File: config.mk
export PLATFORM = sky130hd
export DESIGN_NAME = pwm_capture
export DESIGN_NICKNAME = d
export VERILOG_FILES = /design/src/rtl/pwm_pkg.sv /design/src/rtl/pwm_in_cond.sv /design/src/rtl/pwm_capture.sv
export SDC_FILE = /design/constraint.sdc
export NUM_CORES = 1
export LEC_CHECK = 0
export ABC_CLOCK_PERIOD_IN_PS = 1600
export BUFFER_PORTS_ARGS = -buffer_cell sky130_fd_sc_hd__buf_2
export CAP_MARGIN = 0
export CORE_ASPECT_RATIO = 0.7
export CORE_UTILIZATION = 35
export DETAILED_ROUTE_END_ITERATION = 12
export PLACE_DENSITY = 0.53
export SKIP_LAST_GASP = 1
export SYNTH_ARGS = -nofsm -noshare
export SYNTH_HDL_FRONTEND = slang
export SYNTH_HIERARCHICAL = 1
export SYNTH_SLANG_ARGS = --single-unit
File: constraint.sdc
create_clock -name clk -period 1.6 [get_ports clk]
set_input_delay 0.24 -clock clk [delete_from_list [all_inputs] [get_ports clk]]
set_output_delay 0.24 -clock clk [all_outputs]
set_load 0.05 [all_outputs]
File: src/rtl/pwm_pkg.sv
// pwm_pkg: definitions shared by the PWM generator and the PWM capture side.
//   PWM_COUNTER_BITS : default duty-code width; the PWM period is 2^PWM_COUNTER_BITS clocks.
//   cap_state_e      : capture state machine encoding (FLUSH, ACQ, LOCK).
//   maj3()           : 2-of-3 majority vote, used by the optional input deglitcher.
package pwm_pkg;

    localparam int PWM_COUNTER_BITS = 4;

    typedef enum logic [1:0] {
        FLUSH = 2'd0,   // first window after reset; contains synchronizer fill
        ACQ   = 2'd1,   // reporting, waiting for two equal windows
        LOCK  = 2'd2    // reporting, consecutive windows agree
    } cap_state_e;

    function automatic logic maj3(input logic a, input logic b, input logic c);
        return (a & b) | (a & c) | (b & c);
    endfunction

endpackage

File: src/rtl/pwm_in_cond.sv
// pwm_in_cond: conditions the asynchronous PWM input for counting.
//   clk    : system clock, rising edge
//   rst_n  : synchronous active-low reset, all flops cleared to 0
//   pwm_in : asynchronous PWM waveform
//   s      : synchronized (and optionally deglitched) PWM bit
// Optional build macro: PWM_CAPTURE_DEGLITCH_EN
//   undefined : s is the output of a 2-flop synchronizer.
//   defined   : the second synchronizer stage plus two more history flops form a
//               3-sample window; s is the registered 2-of-3 majority of that window,
//               which removes isolated single-cycle highs and lows.
module pwm_in_cond
    import pwm_pkg::*;
(
    input  logic clk,
    input  logic rst_n,
    input  logic pwm_in,
    output logic s
);

    logic sync1_q, sync1_d;
    logic sync2_q, sync2_d;

    always_comb begin
        sync1_d = pwm_in;
        sync2_d = sync1_q;
    end

    always_ff @(posedge clk) begin
        if (!rst_n) begin
            sync1_q <= 1'b0;
            sync2_q <= 1'b0;
        end else begin
            sync1_q <= sync1_d;
            sync2_q <= sync2_d;
        end
    end

`ifdef PWM_CAPTURE_DEGLITCH_EN
    // hist_q[0] is the previous synchronized sample, hist_q[1] the one before;
    // together with sync2_q they are the three most recent samples.
    logic [1:0] hist_q, hist_d;
    logic       s_q, s_d;

    always_comb begin
        hist_d = {hist_q[0], sync2_q};
        s_d    = maj3(sync2_q, hist_q[0], hist_q[1]);
    end

    always_ff @(posedge clk) begin
        if (!rst_n) begin
            hist_q <= 2'b00;
            s_q    <= 1'b0;
        end else begin
            hist_q <= hist_d;
            s_q    <= s_d;
        end
    end

    assign s = s_q;
`else
    assign s = sync2_q;
`endif

endmodule

File: src/rtl/pwm_capture.sv
// pwm_capture: recovers the duty code of a free-running PWM waveform whose period is
// 2^COUNTER_BITS clocks by counting high cycles over fixed windows of the same length.
//   clk        : system clock, rising edge
//   rst_n      : synchronous active-low reset; discards any partial window
//   pwm_in     : asynchronous PWM input
//   duty       : last measured duty code (all-ones when saturated)
//   duty_valid : one-cycle pulse, duty/sat were just updated
//   sat        : last reported window was high for every cycle
//   locked     : the last two windows produced equal counts (state == LOCK)
// Optional build macro: PWM_CAPTURE_DEGLITCH_EN (majority filter in pwm_in_cond).
// Handshake: duty_valid is a pure strobe with no ready; duty and sat are stable
// from the cycle duty_valid is high until the next duty_valid.
module pwm_capture
    import pwm_pkg::*;
#(
    parameter int COUNTER_BITS = PWM_COUNTER_BITS
) (
    input  logic                  clk,
    input  logic                  rst_n,
    input  logic                  pwm_in,
    output logic [COUNTER_BITS:1] duty,
    output logic                  duty_valid,
    output logic                  sat,
    output logic                  locked
);

    // A window of 2^COUNTER_BITS cycles can count one more than the widest duty code.
    localparam logic [COUNTER_BITS:0] FULL_COUNT = {1'b1, {COUNTER_BITS{1'b0}}};

    logic s;

    logic [COUNTER_BITS-1:0] win_q, win_d;
    logic [COUNTER_BITS:0]   acc_q, acc_d;
    logic [COUNTER_BITS:0]   prev_q, prev_d;
    logic [COUNTER_BITS:1]   duty_q, duty_d;
    logic                    valid_q, valid_d;
    logic                    sat_q, sat_d;
    cap_state_e              state_q, state_d;

    logic                    win_end;
    logic                    report;
    logic [COUNTER_BITS:0]   sample;

    pwm_in_cond u_in_cond (
        .clk    (clk),
        .rst_n  (rst_n),
        .pwm_in (pwm_in),
        .s      (s)
    );

    always_comb begin
        win_end = (win_q == {COUNTER_BITS{1'b1}});
        // Running count including the current cycle; at window end this is the result.
        sample  = acc_q + {{COUNTER_BITS{1'b0}}, s};

        win_d   = win_q + COUNTER_BITS'(1);
        acc_d   = win_end ? '0 : sample;
        prev_d  = prev_q;
        duty_d  = duty_q;
        sat_d   = sat_q;
        valid_d = 1'b0;
        state_d = state_q;
        report  = 1'b0;

        if (win_end) begin
            prev_d = sample;
            case (state_q)
                FLUSH: begin
                    state_d = ACQ;
                end
                ACQ: begin
                    report = 1'b1;
                    if (sample == prev_q) begin
                        state_d = LOCK;
                    end
                end
                LOCK: begin
                    report = 1'b1;
                    if (sample != prev_q) begin
                        state_d = ACQ;
                    end
                end
                default: begin
                    state_d = FLUSH;
                end
            endcase
        end

        if (report) begin
            valid_d = 1'b1;
            if (sample == FULL_COUNT) begin
                duty_d = '1;
                sat_d  = 1'b1;
            end else begin
                duty_d = sample[COUNTER_BITS-1:0];
                sat_d  = 1'b0;
            end
        end
    end

    always_ff @(posedge clk) begin
        if (!rst_n) begin
            win_q   <= '0;
            acc_q   <= '0;
            prev_q  <= '0;
            duty_q  <= '0;
            sat_q   <= 1'b0;
            valid_q <= 1'b0;
            state_q <= FLUSH;
        end else begin
            win_q   <= win_d;
            acc_q   <= acc_d;
            prev_q  <= prev_d;
            duty_q  <= duty_d;
            sat_q   <= sat_d;
            valid_q <= valid_d;
            state_q <= state_d;
        end
    end

    assign duty       = duty_q;
    assign duty_valid = valid_q;
    assign sat        = sat_q;
    assign locked     = (state_q == LOCK);

endmodule

==> summary.md <==
| Metric | Value |
|---|---|
| Outcome | `finished with violations` |
| Violated checks | `negative setup slack` |
| Starting density of the core | `37.0%` |
| Largest driver fanout on the critical path | `5` |
| Global-route wire length before repair | `3150 um` |
| Number of warnings printed during yosys synthesis | `6` |
| Source of the worst hold timing path | `pwm_in` |
| Share of post-route cells with drive strength above 1 | `about 33%` |
| CTS sink cnt | `24` |
| Peak Freq | `580 MHz` |
| Count of nets left with antenna violations after detail routing | `0` |
| Register Area | `483 um^2` |
| Ratio of routed vias to standard cells | `4.81` |
| Aggregate routed wire length | `just over 2000 um` |
| WL per Instance | `13.0 um` |
| TritonCTS clock tree | `done` |
| Tightest Pin Transition | `0.373 ns` |
| Ant diodes | `0` |
| Most frequent cells in the layout | `dfxtp_1, buf_4, nand2_1` |
| Global route overflow | `0` |
| Width of the chip | `67.3 um` |
| Final cell utilization of the core | `47.4%` |
| Number of distinct standard cells referenced by the synthesized netlist | `28` |
| Hold-fix buffer count after cts | `0` |
| Register bit total from synthesis | `24` |
| H-tree depth | `1` |
| Post-route clock period utilization | `108%` |
| Type of the setup path with the least slack | `flip-flop to flip-flop` |
| Routed via count | `750` |
| RSZ-0062 raised after global routing | `yes` |
| Synth Net Count | `109` |
| Peak supply drop | `0.000600 V` |
| Cell count after synthesis | `100` |
| Die area | `0.00321 mm^2` |
| Type of origin of the critical path | `flip-flop` |
| Post-layout power | `1210 uW` |
| Synthesized area divided by synthesized cell count | `approximately 10 um^2` |
| Leading cell type in the layout, fill and taps excluded | `dfxtp_1` |
| Worst-case setup margin in the final layout | `-0.124 ns` |
| Total negative setup slack | `-0.700 ns` |
| Total track usage | `14.4%` |
| Placement row count | `16` |
| WP data arrival | `1.94 ns` |
| FILL cells | `270` |
| Clock skew after layout | `~0.0038 ns` |
| Total count of hold-check failures in the final report | `0` |
| Clock input transition at the sequential cells of the worst setup and hold paths | `0.08 ns` |
| Final net count | `130` |
| Clock latency reported for the late side of the worst-skew pair | `approximately 0.27 ns` |
| DR DRC count | `0` |
| Via count of the first global-routing pass | `649` |
| Final Max Slew Viols | `0` |
| Category of the worst setup path capture point | `flip-flop` |
| DRT iter0 DRCs | `48` |
| Period minus WS final | `1.72 ns` |
| Drt first pass iters | `4` |
| Standby leakage power | `0.000602 uW` |
| Multi-input gate area | `603 um^2` |
| Core ar. | `approximately 0.0028 mm^2` |
| Pin count of the biggest net entering global routing | `24` |
| Rel. slew slack | `75.2%` |
| HPWL after detailed placement | `around 1400 um` |
| Clock tree buffer depth | `2` |
| Power Dens Cells | `907 mW/mm^2` |
| Antenna violations before repair | `0` |
| Post-synthesis instance area | `0.00104 mm^2` |
| Worst setup path startpoint | `u_in_cond/s` |
| Num ports | `10` |
| Area delta synth->final | `28.2%` |
| Critical Path RT | `1.82 ns` |
| Final Setup Violations | `7` |
| Number of maximum-capacitance violations | `0` |
| Class of the worst hold path | `input port to flip-flop` |
| Routability congestion estimate | `roughly 0.84` |
| Master cell of the clock root buffer | `clkbuf_8` |
| TritonCTS Buffers | `3` |
| RR Startpoint | `u_in_cond/s` |
| Number of buffers inserted by port buffering | `9` |
| Sequential element share of the synthesized area | `46.0%` |
| Die Ht | `between 40 and 50 um` |
==> per-stage QoR <==
| step | area, um^2 | hold slack (ns) | setup WS [ns] | instances |
|---|---|---|---|---|
| finish | 1340 | 0.168 | -0.124 | 156 |
| global route | 1340 | 0.158 | -0.178 | 156 |
| CTS | 1320 | 0.168 | -0.123 | 156 |
| detailed placement | 1210 | 0.432 | -0.167 | 150 |
| global placement | 1210 | 0.438 | -0.159 | 150 |
| floorplan | 1070 | 0.362 | -0.0952 | 100 |
==> state kept, by name, summed over array words and instances, names as in the netlist <==
| register | cells |
|---|---|
| duty_valid | 1 |
| state_q | 2 |
| u_in_cond/sync1_q | 1 |
| win_q | 4 |
| acc_q | 5 |
| sat | 1 |
| prev_q | 5 |
| duty | 4 |
| u_in_cond/s | 1 |
==> worst paths after layout <==
| kind | end | slack, ns | depth (start not counted) |
|---|---|---|---|
| worst max-delay path | duty[4] | -0.12 | 6 |
| worst min-delay path | u_in_cond/sync1_q | 0.17 | 2 |
| worst max register to register | duty[4] | -0.12 | 6 |
| worst min register to register | u_in_cond/s | 0.45 | 1 |
==> power breakdown <==
group | total, uW | switching, uW | internal (uW)
logic | 62.3 | 29.0 | 33.3
registers | 615 | 7.19 | 608
clock network | 536 | 201 | 335
==> worst max-delay path: stages, from the launching register on <==
cell and delay (ns):
dfxtp_2 0.34, ha_4 0.17, ha_4 0.17, xor2_1 0.17, or4_4 0.43, o21ai_4 0.18, o221a_2 0.21
==> routing by layer <==
| metal | global-route usage [%] | share of wire, % | routed length [um] | vias to the layer above |
|---|---|---|---|---|
| met1 | 20.1 | 56 | 1130 | 352 |
| met4 | 6.38 | 1.3 | 27 | 0 |
| li1 | - | - | - | 383 |
| met3 | 5.00 | 3.8 | 77 | 4 |
| met2 | 20.0 | 39 | 794 | 11 |
| met5 | 0 | 0 | 0 | - |
==> Yosys cell counts <==
cell type | number | share of area, %
o221a_2 | 2 | 2.2
xnor2_1 | 10 | 8.4
o31ai_1 | 1 | 0.72
nand3_2 | 1 | 0.96
a22oi_1 | 1 | 0.72
xor2_1 | 4 | 3.4
clkbuf_1 | 2 | 0.72
nand3b_1 | 1 | 0.72
mux2i_1 | 1 | 0.96
ha_1 | 6 | 7.2
nand2_1 | 10 | 3.6
o211a_1 | 4 | 3.8
and4bb_2 | 1 | 1.2
dfxtp_1 | 24 | 46
a211oi_1 | 1 | 0.72
o21ai_0 | 1 | 0.48
buf_2 | 2 | 0.96
o221a_1 | 2 | 2.2
a21oi_1 | 1 | 0.48
nand3_1 | 3 | 1.4
nor2b_1 | 1 | 0.60
and2_1 | 6 | 3.6
a21boi_0 | 2 | 1.4
nor2_1 | 5 | 1.8
inv_1 | 2 | 0.72
or4_4 | 1 | 1.1
and3_1 | 4 | 2.4
o21ai_4 | 1 | 1.6
==> timing repair <==
item / 4_1_cts / 5_1_grt
cloned: 0 / 0
pin swaps: 6 / 3
hold endpoints to repair: 0 / 0
setup buffers: 2 / 0
setup endpoints to repair: 7 / 8
resized for setup: 5 / 3
==> area by class of cell <==
| cell class | count | share of cell area (%) |
|---|---|---|
| Sequential cell | 24 | 36.1 |
| Clock inverter | 1 | 2.25 |
| Clock buffer | 3 | 3.09 |
| Timing Repair Buffer | 20 | 9.54 |
| Inverter | 2 | 0.561 |
| Tap cell | 36 | 3.37 |
| Multi-Input combinational cell | 70 | 45.1 |
==> logic make-up after synthesis <==
kind of cell / share of synthesized area (%)
AO/OA/AOI/OAI: 14.3
XOR/XNOR: 11.7
adder cells (fa/ha/maj): 7.19
buffers and inverters: 2.40
flip-flops: 46.0
multiplexers: 0.959
AND/OR/NAND/NOR: 17.4
No activity file was read; power rests on OpenSTA's default activity.
